===== src/rtl/cnn_seq_pkg.sv =====
// Shared constants for the CNN layer sequencer: FSM state encoding,
// default layer count and the canonical layer indices.
package cnn_seq_pkg;

  // Sequencer state encoding
  localparam logic [2:0] IDLE  = 3'd0;
  localparam logic [2:0] RST   = 3'd1;
  localparam logic [2:0] START = 3'd2;
  localparam logic [2:0] RUN   = 3'd3;
  localparam logic [2:0] DONE  = 3'd4;
  localparam logic [2:0] ERR   = 3'd5;

  // Default number of layer engines and their execution-order indices
  localparam int DEF_N_LAYERS = 5;
  localparam int L_CONV1      = 0;
  localparam int L_POOL1      = 1;
  localparam int L_CONV2      = 2;
  localparam int L_POOL2      = 3;
  localparam int L_FC         = 4;

endpackage


===== src/rtl/cnn_layer_seq_timer.sv =====
// Loadable up/down counter with a zero terminal flag. The sequencer uses it
// both to count down the soft-reset hold and to count up the RUN watchdog.
module seq_timer #(
  parameter int W = 6
) (
  input  logic         clk,
  input  logic         rst_n,
  input  logic         load_i,
  input  logic [W-1:0] load_val_i,
  input  logic         inc_i,
  input  logic         dec_i,
  output logic [W-1:0] cnt_o,
  output logic         zero_o
);

  logic [W-1:0] cnt_q;
  logic [W-1:0] cnt_d;

  // Load has priority; decrement and increment are never requested together
  always_comb begin
    cnt_d = cnt_q;
    if (load_i) begin
      cnt_d = load_val_i;
    end else if (dec_i) begin
      cnt_d = cnt_q - W'(1);
    end else if (inc_i) begin
      cnt_d = cnt_q + W'(1);
    end
  end

  // Counter register
  always_ff @(posedge clk or negedge rst_n) begin
    if (!rst_n) begin
      cnt_q <= '0;
    end else begin
      cnt_q <= cnt_d;
    end
  end

  assign cnt_o  = cnt_q;
  assign zero_o = (cnt_q == '0);

endmodule


===== src/rtl/cnn_layer_seq.sv =====
// Layer scheduler: for each image, walks the layer engines in ascending
// order, giving each a soft-reset hold, a one-cycle start, then waiting for
// its done under a watchdog. A hung engine parks the sequencer in ERR with
// every engine held in reset until software clears the error.
module cnn_layer_seq
  import cnn_seq_pkg::*;
#(
  parameter int N_LAYERS = DEF_N_LAYERS,
  parameter int RST_CYC  = 10,
  parameter int TIMEOUT  = 1000000,
  parameter int IDX_W    = 3
) (
  input  logic                clk,
  input  logic                rst_n,
  input  logic                frame_start,
  input  logic                err_clr,
  input  logic [N_LAYERS-1:0] layer_done,
  output logic [N_LAYERS-1:0] layer_rst,
  output logic [N_LAYERS-1:0] layer_start,
  output logic [IDX_W-1:0]    cur_layer,
  output logic                busy,
  output logic                frame_done,
  output logic                err,
  output logic [IDX_W-1:0]    err_layer
);

  // The timer must hold both TIMEOUT-1 and RST_CYC-1
  localparam int TW_TO = ($clog2(TIMEOUT) < 1) ? 1 : $clog2(TIMEOUT);
  localparam int TW_RC = ($clog2(RST_CYC) < 1) ? 1 : $clog2(RST_CYC);
  localparam int TW    = (TW_TO > TW_RC) ? TW_TO : TW_RC;

  localparam logic [TW-1:0]    RST_LOAD   = TW'(RST_CYC - 1);
  localparam logic [TW-1:0]    TO_LAST    = TW'(TIMEOUT - 1);
  localparam logic [IDX_W-1:0] LAST_LAYER = IDX_W'(N_LAYERS - 1);

  logic [2:0]          state_q, state_d;
  logic [N_LAYERS-1:0] layer_rst_q, layer_rst_d;
  logic [N_LAYERS-1:0] layer_start_q, layer_start_d;
  logic [IDX_W-1:0]    cur_q, cur_d;
  logic                busy_q, busy_d;
  logic                frame_done_q, frame_done_d;
  logic                err_q, err_d;
  logic [IDX_W-1:0]    err_layer_q, err_layer_d;

  logic                tmr_load, tmr_inc, tmr_dec, tmr_zero;
  logic [TW-1:0]       tmr_val, tmr_cnt;

  logic [IDX_W-1:0]    cur_inc;
  logic [N_LAYERS-1:0] cur_onehot, next_onehot;
  logic                done_cur;

  assign cur_inc = cur_q + IDX_W'(1);

  // One-hot decode of the current and the following layer index
  generate
    for (genvar gi = 0; gi < N_LAYERS; gi++) begin : g_dec
      assign cur_onehot[gi]  = (cur_q == IDX_W'(gi));
      assign next_onehot[gi] = (cur_inc == IDX_W'(gi));
    end
  endgenerate

  // Only the current layer's done is ever looked at
  assign done_cur = |(layer_done & cur_onehot);

  seq_timer #(
    .W (TW)
  ) u_timer (
    .clk        (clk),
    .rst_n      (rst_n),
    .load_i     (tmr_load),
    .load_val_i (tmr_val),
    .inc_i      (tmr_inc),
    .dec_i      (tmr_dec),
    .cnt_o      (tmr_cnt),
    .zero_o     (tmr_zero)
  );

  // Next-state and next-output decode; outputs change on state entry
  always_comb begin
    state_d       = state_q;
    layer_rst_d   = layer_rst_q;
    layer_start_d = '0;
    cur_d         = cur_q;
    busy_d        = busy_q;
    frame_done_d  = 1'b0;
    err_d         = err_q;
    err_layer_d   = err_layer_q;
    tmr_load      = 1'b0;
    tmr_val       = '0;
    tmr_inc       = 1'b0;
    tmr_dec       = 1'b0;

    case (state_q)
      IDLE: begin
        layer_rst_d = '0;
        cur_d       = '0;
        busy_d      = 1'b0;
        if (frame_start) begin
          state_d        = RST;
          layer_rst_d    = '0;
          layer_rst_d[0] = 1'b1;
          busy_d         = 1'b1;
          tmr_load       = 1'b1;
          tmr_val        = RST_LOAD;
        end
      end
      RST: begin
        if (tmr_zero) begin
          state_d       = START;
          layer_rst_d   = '0;
          layer_start_d = cur_onehot;
        end else begin
          tmr_dec = 1'b1;
        end
      end
      START: begin
        state_d  = RUN;
        tmr_load = 1'b1;
        tmr_val  = '0;
      end
      RUN: begin
        if (done_cur) begin
          if (cur_q == LAST_LAYER) begin
            state_d      = DONE;
            frame_done_d = 1'b1;
          end else begin
            state_d     = RST;
            cur_d       = cur_inc;
            layer_rst_d = next_onehot;
            tmr_load    = 1'b1;
            tmr_val     = RST_LOAD;
          end
        end else if (tmr_cnt == TO_LAST) begin
          state_d     = ERR;
          err_d       = 1'b1;
          err_layer_d = cur_q;
          layer_rst_d = '1;
        end else begin
          tmr_inc = 1'b1;
        end
      end
      DONE: begin
        state_d = IDLE;
        busy_d  = 1'b0;
        cur_d   = '0;
      end
      ERR: begin
        layer_rst_d = '1;
        if (err_clr) begin
          state_d     = IDLE;
          err_d       = 1'b0;
          busy_d      = 1'b0;
          layer_rst_d = '0;
          cur_d       = '0;
        end
      end
      default: begin
        state_d = IDLE;
      end
    endcase
  end

  // State and registered outputs; reset holds every engine in soft reset
  always_ff @(posedge clk or negedge rst_n) begin
    if (!rst_n) begin
      state_q       <= IDLE;
      layer_rst_q   <= '1;
      layer_start_q <= '0;
      cur_q         <= '0;
      busy_q        <= 1'b0;
      frame_done_q  <= 1'b0;
      err_q         <= 1'b0;
      err_layer_q   <= '0;
    end else begin
      state_q       <= state_d;
      layer_rst_q   <= layer_rst_d;
      layer_start_q <= layer_start_d;
      cur_q         <= cur_d;
      busy_q        <= busy_d;
      frame_done_q  <= frame_done_d;
      err_q         <= err_d;
      err_layer_q   <= err_layer_d;
    end
  end

  assign layer_rst   = layer_rst_q;
  assign layer_start = layer_start_q;
  assign cur_layer   = cur_q;
  assign busy        = busy_q;
  assign frame_done  = frame_done_q;
  assign err         = err_q;
  assign err_layer   = err_layer_q;

endmodule


===== config.mk =====
export PLATFORM = sky130hd
export DESIGN_NAME = cnn_layer_seq
export DESIGN_NICKNAME = d
export VERILOG_FILES = /design/src/rtl/cnn_seq_pkg.sv /design/src/rtl/cnn_layer_seq_timer.sv /design/src/rtl/cnn_layer_seq.sv
export SDC_FILE = /design/constraint.sdc
export NUM_CORES = 1
export LEC_CHECK = 0
export ABC_AREA = 1
export ABC_CLOCK_PERIOD_IN_PS = 7400
export CAP_MARGIN = 20
export CORE_ASPECT_RATIO = 1.4
export CORE_MARGIN = 5
export CORE_UTILIZATION = 42
export DETAILED_ROUTE_END_ITERATION = 10
export DONT_BUFFER_PORTS = 1
export PLACE_DENSITY_LB_ADDON = 0.1
export SYNTH_ARGS = -nofsm -noshare
export SYNTH_HDL_FRONTEND = slang
export SYNTH_SLANG_ARGS = --single-unit

===== constraint.sdc =====
create_clock -name clk -period 7.4 [get_ports clk]
set_clock_uncertainty 0.1 [all_clocks]
set_input_delay 0.74 -clock clk [delete_from_list [all_inputs] [get_ports clk]]
set_output_delay 0.74 -clock clk [all_outputs]
set_load 0.03 [all_outputs]

==> metrics.cfg, run 1 <==
[worst_hold_path]
hold_class = in -> async

[worst_setup_path]
cp_max_fo = 21
rrSetupSlack_ps = 4080
r2r.worst_path.cells = 10
endpoint = u_timer.cnt_o[5]
r2r-end = u_timer.cnt_o[5]
cp-startpoint = u_timer.cnt_o[0]
end_kind = flop
path_buf_inv = 3
crit_required_ps = 7510
arrival_ps = 3420
worstSetupPathDepth = 10
path_cells = or2_1, nor2_4, nand3_4, nand2_4, inv_2, nor2_4, inv_2, nor2_2, inv_2, o22ai_1
critPathSlowestCell = nor2_2
max_stage_delay_ps = 500
start_kind = flop
crit_family = simple AND/OR/NAND/NOR gates
cp_common_cell = inv_2
path_class = reg -> reg
reg2reg_from = u_timer.cnt_o[0]

[routing]
route.detailed.drc = 0
drt_wl_total_um = 10000
ant_nets = 0
avgRoutedWirePerCell_um = 16.8
vias_per_cell = 5.36
drtIter0Drc = 126
via_count = 3200
first_pass_iters = 4

[place]
place_congestion = 0.886
place_hpwl_um = 7980
portBuffers = 0

[logic_synthesis]
synth-seq-cells = 42
synthesis.area_mm2 = 0.00351
synth-seq-area-share_pct = 30.1
synth.distinct_cells = 41
syn_area_per_cell_um2 = 7.09
yosysWarnings = 0
syn_inst = 495
syn_nets = 514

[clock_network]
insertion_delay_ps = 290
clkTransAtPathRegs_ps = 60
htreeDepth = 2
numCtsBuffers = 5
cts_hold_buf = 0
postCtsSetupBuffers = 0
cts_tree = done
cts_sinks = 42
cts_resized = 0
root_buffer = clkbuf_16
cts.path.max_buffers = 2

[floorplanning]
io_pins = 28
die_area_mm2 = 0.0103
die_x_um = 87.2
design.core.area_mm2 = 0.00815
die_h_um = 118
initial_utilization_pct = 43.0
rows = 39

[grt]
grt_pass1_wl_um = 15900
grt_pass1_vias = 3241
grt_max_degree = 43
antenna_found_initial = 0
gr-total-overflow = 0
grt_usage_pct = 19.9

[layout]
postLayoutCoreUtil_pct = 45.3
layout.nets = 513
n_fill_cell = 850
regArea_mm2 = 0.00106
n_antenna_cell = 0
final_cell_mix = nand2_1 (118), inv_1 (59), nor2_1 (54), nand3_1 (37), dfrtp_1 (37)
multi_input_area_mm2 = 0.00210
drive_above_1_share_pct = 20.0
layout_commonest_cell = nand2_1
area_delta_synth_final_pct = 5.32

[timing]
fmaxAchievable_ghz = 0.302
post-route-min-period_ps = 3320
rsz0062_at_grt = false
drv_slew = 0
finalSetupViolations = 0
relSlewSlack_pct = 49.0
tightest_slew_ps = 754
hold_violations = 0
min_period_over_period_pct = 44.8
finalSetupTns_ps = 0

[job]
cap_violations = 0

[outcome]
status = completed

synth_stat cells (all sizes together):
cell type,count,share of area (%)
a31oi,1,0.18
or2,1,0.18
dfrtp,37,26
nor3,4,0.71
nand3,48,8.6
nor4,2,0.78
xor2,4,1.0
ha,10,3.6
a21oi,10,1.5
a221oi,1,0.25
o41ai,6,1.5
and3,1,0.18
a22oi,1,0.21
nand4,8,1.4
nand2,148,19
nor2,82,13
dfstp,5,3.7
o22ai,8,1.8
o21bai,2,0.75
nor3b,1,0.21
o21ai,35,5.0
buf,8,2.3
o31ai,1,0.21
inv,71,7.6
cell families after synthesis:
| kind of cell | after synthesis | share of synthesized area (%) |
|---|---|---|
| buffers and inverters | 79 | 9.88 |
| AOI/OAI and AO/OA | 65 | 11.4 |
| and+or+nand+nor | 295 | 44.0 |
| xor gates and xnor gates | 4 | 0.999 |
| DFF | 42 | 30.1 |
| adders and majority gates | 10 | 3.57 |
layout make-up:
type,instances,share of cell area [%]
Clock buffer,6,3.49
Clock inverter,2,0.271
Inverter,71,7.22
Multi-Input combinational cell,374,56.9
Sequential cell,42,28.6
Tap cell,102,3.46
sequential cells by signal (all words and copies together) (netlist names):
register       count
u_timer.cnt_o     20
layer_rst          5
layer_start        5
cur_layer          3
err_layer          3
state_q            3
busy               1
err                1
frame_done         1
metal layers:
metal,vias to the layer above,wire length [µm],global-route usage [%]
met3,35,428,3.36
met1,1492,3610,19.8
met2,79,5400,37.0
li1,1594,-,-
met4,0,571,12.1
met5,-,0,0
worst min-delay path by stage:
stage / startpoint / endpoint / cells after the start / slack [ps]
final: rst_n / u_timer.cnt_o[19] / 0 / 30
after global routing: rst_n / u_timer.cnt_o[18] / 0 / 30
after CTS: rst_n / u_timer.cnt_o[3] / 0 / 30
after detailed placement: rst_n / err_layer[1] / 0 / 350
after global placement: rst_n / err_layer[1] / 0 / 350
after floorplan: rst_n / busy / 0 / 340
through the flow:
stage	area [µm²]	instances	setup slack (ps)	hold slack, ps
3_5_place_dp	3550	589	4100	346
6_report	3690	597	4080	34.8
5_1_grt	3690	597	3770	27.2
2_1_floorplan	3510	495	4970	344
3_3_place_gp	3550	589	4110	345
4_1_cts	3690	597	4090	32.3
Power of run 1 is not shown: default switching activity piles up to over one toggle a cycle in this logic, so the estimate is an artifact.
==> run 2, diff against run 1 <==
--- a/config.mk
+++ b/config.mk
@@ -6,7 +6,7 @@
 export NUM_CORES = 1
 export LEC_CHECK = 0
 export ABC_AREA = 1
-export ABC_CLOCK_PERIOD_IN_PS = 7400
+export ABC_CLOCK_PERIOD_IN_PS = 2900
 export CAP_MARGIN = 20
 export CORE_ASPECT_RATIO = 1.4
 export CORE_MARGIN = 5
==> constraint.sdc (replaced) <==
create_clock -name clk -period 2.9 [get_ports clk]
set_clock_uncertainty 0.1 [all_clocks]
set_input_delay 0.29 -clock clk [delete_from_list [all_inputs] [get_ports clk]]
set_output_delay 0.29 -clock clk [all_outputs]
set_load 0.03 [all_outputs]
==> run 2 against run 1 <==
Global-route usage grew 0.50 points. Die area stayed put. Cell count increased by 4.2%. Worst hold slack improved by 42 ps. Utilization grew 2.9 points. Maximum frequency increased by 25%. Flip-flop and latch count stayed put. Critical path depth is 3 higher. Sequential share of layout area fell by 1.7 points. Critical path type unchanged.
==> metrics.cfg, run 2 (same netlist as run 1, synthesis figures left out) <==
[floorplanning]
die_x_um = 87.2  ; unchanged
die_area_mm2 = 0.0103  ; unchanged
initial_utilization_pct = 43.0  ; unchanged
io_pins = 28  ; unchanged
rows = 39  ; unchanged
die_h_um = 118  ; unchanged
design.core.area_mm2 = 0.00815  ; unchanged

[worst_hold_path]
holdCritStartpoint = frame_start
whs_endpoint = state_q[0]
hold_class = in -> reg
worstHoldPathCells = 2

[clock_network]
htreeDepth = 2  ; unchanged
clkTransAtPathRegs_ps = 70  ; about the same
cts_sinks = 42  ; unchanged
cts_tree = done
cts.path.max_buffers = 2  ; unchanged
numCtsBuffers = 5  ; unchanged
root_buffer = clkbuf_16
insertion_delay_ps = 300  ; about the same

[layout]
largest_reg_flops = 20  ; unchanged
drive_above_1_share_pct = 24.4  ; +4.4 points
final_cell_mix = nand2_1 (116), inv_1 (59), nor2_1 (54), nand3_1 (37), dfrtp_1 (36)
layout.nets = 538  ; +4.9%
n_fill_cell = 836  ; -1.6%
postLayoutCoreUtil_pct = 48.2  ; +2.9 points
n_antenna_cell = 0  ; unchanged
layout_commonest_cell = nand2_1
area_delta_synth_final_pct = 12.0

[job]
cap_violations = 0  ; unchanged

[routing]
via_count = 3327  ; +4.0%
vias_per_cell = 5.35  ; -0.21%
ant_nets = 0  ; unchanged
route.detailed.drc = 0  ; unchanged
avgRoutedWirePerCell_um = 16.7  ; -0.31%
first_pass_iters = 5  ; +1
drtIter0Drc = 182  ; +44%
drt_wl_total_um = 10400  ; +3.9%

[worst_setup_path]
rrSetupSlack_ps = 250  ; -3840 ps
path_buf_inv = 1  ; -2
critPathSlowestCell = dfrtp_1
crit_family = simple AND/OR/NAND/NOR gates
path_cells = ha_1, ha_1, nand2_1, nand4_1, a21oi_2, nand2_2, o21ai_1, nor2_1, nand2_1, nand3_1, nor2_4, inv_2, o22ai_1
path_class = reg -> reg
end_kind = flop
start_kind = flop
arrival_ps = 2760  ; -660 ps
max_stage_delay_ps = 440  ; -60 ps
r2r.worst_path.cells = 13  ; +3
r2r-end = u_timer.cnt_o[7]
cp-startpoint = cur_layer[0]
crit_required_ps = 3010  ; -4500 ps
cp_max_fo = 11  ; -48%
reg2reg_from = cur_layer[0]

[timing]
post-route-min-period_ps = 2650  ; -664 ps
min_period_over_period_pct = 91.4  ; +47 points
hold_violations = 0  ; unchanged
tightest_slew_ps = 601  ; -154 ps
drv_slew = 0  ; unchanged
relSlewSlack_pct = 59.4  ; +10 points
fmaxAchievable_ghz = 0.377  ; +25%
finalSetupViolations = 0  ; unchanged

[grt]
grt_usage_pct = 20.4  ; +0.50 points
grt_pass1_vias = 3370  ; +4.0%
grt_max_degree = 43  ; unchanged
gr-total-overflow = 0  ; unchanged
antenna_found_initial = 0  ; unchanged
grt_pass1_wl_um = 16300  ; +2.4%

[outcome]
status = completed

[place]
portBuffers = 0  ; unchanged
place_congestion = 0.915  ; +3.3%
place_hpwl_um = 8140  ; +2.0%

==> run 2: cell types whose count changed in the layout (fill, tap and decap cells not counted), sizes merged <==
cell	delta
buf	+24
clkinv	-1
clkinvlp	+1
dlygate4sd3	+1
==> run 2: routing by layer <==
metal,GRT usage [%],routed length (µm),up-vias,part of all wire [%]
li1,-,-,1652,-
met1,19.9,3840,1547,37
met2,39.8,5660,90,54
met3,2.87,355,38,3.4
met4,10.5,547,0,5.3
met5,0,0,-,0
==> run 2: worst max path at each step <==
stage	to	slack, ps	depth (start not counted)
floorplan	u_timer.cnt_o[17]	470	16
CTS	u_timer.cnt_o[16]	110	18
detailed placement	u_timer.cnt_o[16]	140	18
global route	u_timer.cnt_o[7]	-4	13
global placement	u_timer.cnt_o[16]	120	18
finish	u_timer.cnt_o[7]	250	13
==> run 2: stage by stage <==
stage               TNS [ps]  hold slack (ps)  cells  area (µm²)  setup slack (ps)
CTS                        0             81.6    620        3900               107
detailed placement         0             -104    610        3710               138
floorplan                  0             -106    495        3510               473
global route           -6.62              115    622        3930             -4.41
global placement           0             -104    610        3710               117
finish                     0             77.0    622        3930               248
==> run 2: layout make-up <==
| cell class | count | area, µm² | area share [%] |
|---|---|---|---|
| timing repair buffer | 25 | 210 | 5.35 |
| inverter | 71 | 267 | 6.79 |
| tap | 102 | 128 | 3.25 |
| clock inverter | 2 | 12.5 | 0.319 |
| sequential | 42 | 1060 | 27.0 |
| multi-input combinational | 374 | 2110 | 53.8 |
| clock buffer | 6 | 139 | 3.54 |
==> run 2: what timing repair did <==
| item | in CTS | in global routing |
|---|---|---|
| setup buffers | 0 | 2 |
| endpoints found under the setup margin | 0 | 19 |
| resized for setup | 0 | 4 |
| hold buffers | 2 | 0 |
| hold endpoints to repair | 42 | 0 |
==> run 2: worst register-to-register path: cells and delay by family (launching register included) <==
kind                     cells  cell delay [ps]
AND/OR/NAND/NOR              7              920
AO/OA/AOI/OAI                3              490
flip-flops                   1              440
adder cells (fa/ha/maj)      2              480
buffers and inverters        1              140
Power of run 2 is left out for the same reason.
==> run 3, diff against run 2 <==
--- a/config.mk
+++ b/config.mk
@@ -8,9 +8,12 @@
 export ABC_AREA = 1
 export ABC_CLOCK_PERIOD_IN_PS = 2900
 export CAP_MARGIN = 20
+export CELL_PAD_IN_SITES_DETAIL_PLACEMENT = 0
+export CELL_PAD_IN_SITES_GLOBAL_PLACEMENT = 2
 export CORE_ASPECT_RATIO = 1.4
 export CORE_MARGIN = 5
-export CORE_UTILIZATION = 42
+export CORE_UTILIZATION = 33
+export CTS_CLUSTER_DIAMETER = 200
 export DETAILED_ROUTE_END_ITERATION = 10
 export DONT_BUFFER_PORTS = 1
 export PLACE_DENSITY_LB_ADDON = 0.1
==> run 3 against run 2 <==
Cell area grew 1.5%. Utilization shrank 9.9 points. Via count down 1.6%. Sequential share of layout area shrank 0.44 points. Flip-flop and latch count stayed put. Maximum frequency shrank 0.48%. Clock-buffer cell count stayed put. Routed wire length grew 12%. Setup slack lost 13 ps. Critical path depth is the same. Register-to-register slack is essentially flat. Worst hold slack better by 5.1 ps. Critical path type unchanged. Largest cell class unchanged.
==> metrics.cfg, run 3 (same netlist as run 1, synthesis figures left out) <==
[layout]
n_fill_cell = 1134  ; +36%
fin_cells = 658  ; +5.8%
drive_above_1_share_pct = 24.0  ; -0.38 points
area_delta_synth_final_pct = 13.7
fin_area_mm2 = 0.00399  ; +1.5%
n_antenna_cell = 0  ; unchanged
final_cell_mix = nand2_1 (118), inv_1 (59), nor2_1 (53), nand3_1 (37), dfrtp_1 (37)
layout_commonest_cell = nand2_1
layout.nets = 538  ; unchanged
largest_reg_flops = 20  ; unchanged

[timing]
post-route-min-period_ps = 2660  ; +12.7 ps
hold_ws_ps = 82.2  ; +5.15 ps
drv_slew = 0  ; unchanged
fmaxAchievable_ghz = 0.375  ; -0.48%
tightest_slew_ps = 611  ; +9.66 ps
relSlewSlack_pct = 58.9  ; -0.47 points
finalSetupViolations = 0  ; unchanged
hold_violations = 0  ; unchanged
setup_ws_ps = 236  ; -12.7 ps
rsz0062_at_grt = true
min_period_over_period_pct = 91.9  ; +0.44 points

[worst_setup_path]
start_kind = flop
endpoint = u_timer.cnt_o[8]
crit_required_ps = 3000  ; about the same
cp-startpoint = cur_layer[0]
critPathSlowestCell = dfrtp_1
path_buf_inv = 1  ; unchanged
rrSetupSlack_ps = 240  ; about the same
max_stage_delay_ps = 420  ; -20 ps
crit_family = simple AND/OR/NAND/NOR gates
cp_max_fo = 11  ; unchanged
arrival_ps = 2770  ; about the same
path_cells = ha_1, ha_1, nand2_1, nand4_1, a21oi_2, nand2_1, o21ai_1, nor2_2, nand2_1, nand3_1, nor2_4, inv_2, o21ai_1
reg2reg_from = cur_layer[0]
path_class = reg -> reg
worstSetupPathDepth = 13  ; unchanged
end_kind = flop
r2r.worst_path.cells = 13  ; unchanged
r2r-end = u_timer.cnt_o[8]
cp_common_cell = nand2_1

[grt]
grt_max_degree = 43  ; unchanged
grt_pass1_vias = 3521  ; +4.5%
grt_pass1_wl_um = 18700  ; +15%
antenna_found_initial = 0  ; unchanged
gr-total-overflow = 0  ; unchanged
grt_usage_pct = 18.7  ; -1.7 points

[clock_network]
cts_tree = done
cts.path.max_buffers = 2  ; unchanged
htreeDepth = 2  ; unchanged
insertion_delay_ps = 290  ; about the same
root_buffer = clkbuf_16
clkTransAtPathRegs_ps = 70  ; about the same
cts_sinks = 42  ; unchanged
numCtsBuffers = 5  ; unchanged

[worst_hold_path]
worstHoldPathCells = 2  ; unchanged
hold_class = in -> reg

[floorplanning]
rows = 44  ; +13%
die_h_um = 132  ; +12%
design.core.area_mm2 = 0.0104  ; +28%
io_pins = 28  ; unchanged
initial_utilization_pct = 33.7  ; -9.3 points
die_area_mm2 = 0.0128  ; +24%
die_x_um = 97.1  ; +11%

[routing]
avgRoutedWirePerCell_um = 17.7  ; +6.1%
via_count = 3274  ; -1.6%
ant_nets = 0  ; unchanged
drt_wl_total_um = 11700  ; +12%
drtIter0Drc = 156  ; -14%
route.detailed.drc = 0  ; unchanged
vias_per_cell = 4.98  ; -7.0%
first_pass_iters = 5  ; unchanged

[place]
dp_cells = 648  ; +6.2%
place_congestion = 0.857  ; -6.4%
place_hpwl_um = 9380  ; +15%
portBuffers = 0  ; unchanged
post-place-ws_ps = -25.5  ; -164 ps
placed_area_mm2 = 0.00377  ; +1.6%

[outcome]
status = completed

[job]
cap_violations = 0  ; unchanged

## run 3: changes by cell type in the layout (fill, tap and decap cells not counted)
cell / before / now
dfrtp_2: 1 / 0
nand2_2: 23 / 21
clkbuf_1: 0 / 1
clkinv_2: 1 / 0
o21ai_2: 0 / 1
dfrtp_1: 36 / 37
bufinv_16: 0 / 1
nand2_1: 116 / 118
nor2_1: 54 / 53
o21ai_0: 20 / 19
clkbuf_8: 1 / 0
nor2_2: 16 / 17
## run 3: through the flow
| stage | setup TNS [ps] | utilization, % |
|---|---|---|
| 2_1_floorplan | 0 | - |
| 3_3_place_gp | 0 | 36.3 |
| 3_5_place_dp | -25.5 | 36.3 |
| 4_1_cts | 0 | 38.2 |
| 5_1_grt | -11.8 | 38.3 |
| 6_report | 0 | 38.3 |
## run 3: cell type report
type	count	area [µm²]	area share, %
multi-input cells	374	2110	53.0
flip-flops and latches	42	1060	26.5
inverters	71	267	6.68
repair buffers	25	210	5.27
well taps	138	173	4.33
clock buffers	6	129	3.23
clock inverters	2	37.5	0.941
## run 3: how the worst min path moves through the flow
stage | slack [ps] | start | end
2_1_floorplan | -110 | rst_n | busy
3_3_place_gp | -100 | rst_n | frame_done
3_5_place_dp | -100 | rst_n | u_timer.cnt_o[2]
4_1_cts | 70 | frame_start | busy
5_1_grt | 100 | frame_start | state_q[0]
6_report | 80 | frame_start | busy
## run 3: metal layers
metal	vias up	global-route usage [%]	share of wire [%]
li1	1641	-	-
met1	1548	18.9	37
met2	63	37.8	56
met3	22	2.49	3.0
met4	0	7.10	3.2
met5	-	0	0
## run 3: repair_timing
| action | CTS | global route |
|---|---|---|
| endpoints found under the setup margin | 1 | 18 |
| gates cloned | 0 | 0 |
| endpoints found under the hold margin | 42 | 0 |
| hold buffers | 2 | 0 |
| pin swaps | 0 | 0 |
| setup buffers | 0 | 0 |
| resized for setup | 1 | 3 |
Power of run 3 is left out for the same reason.
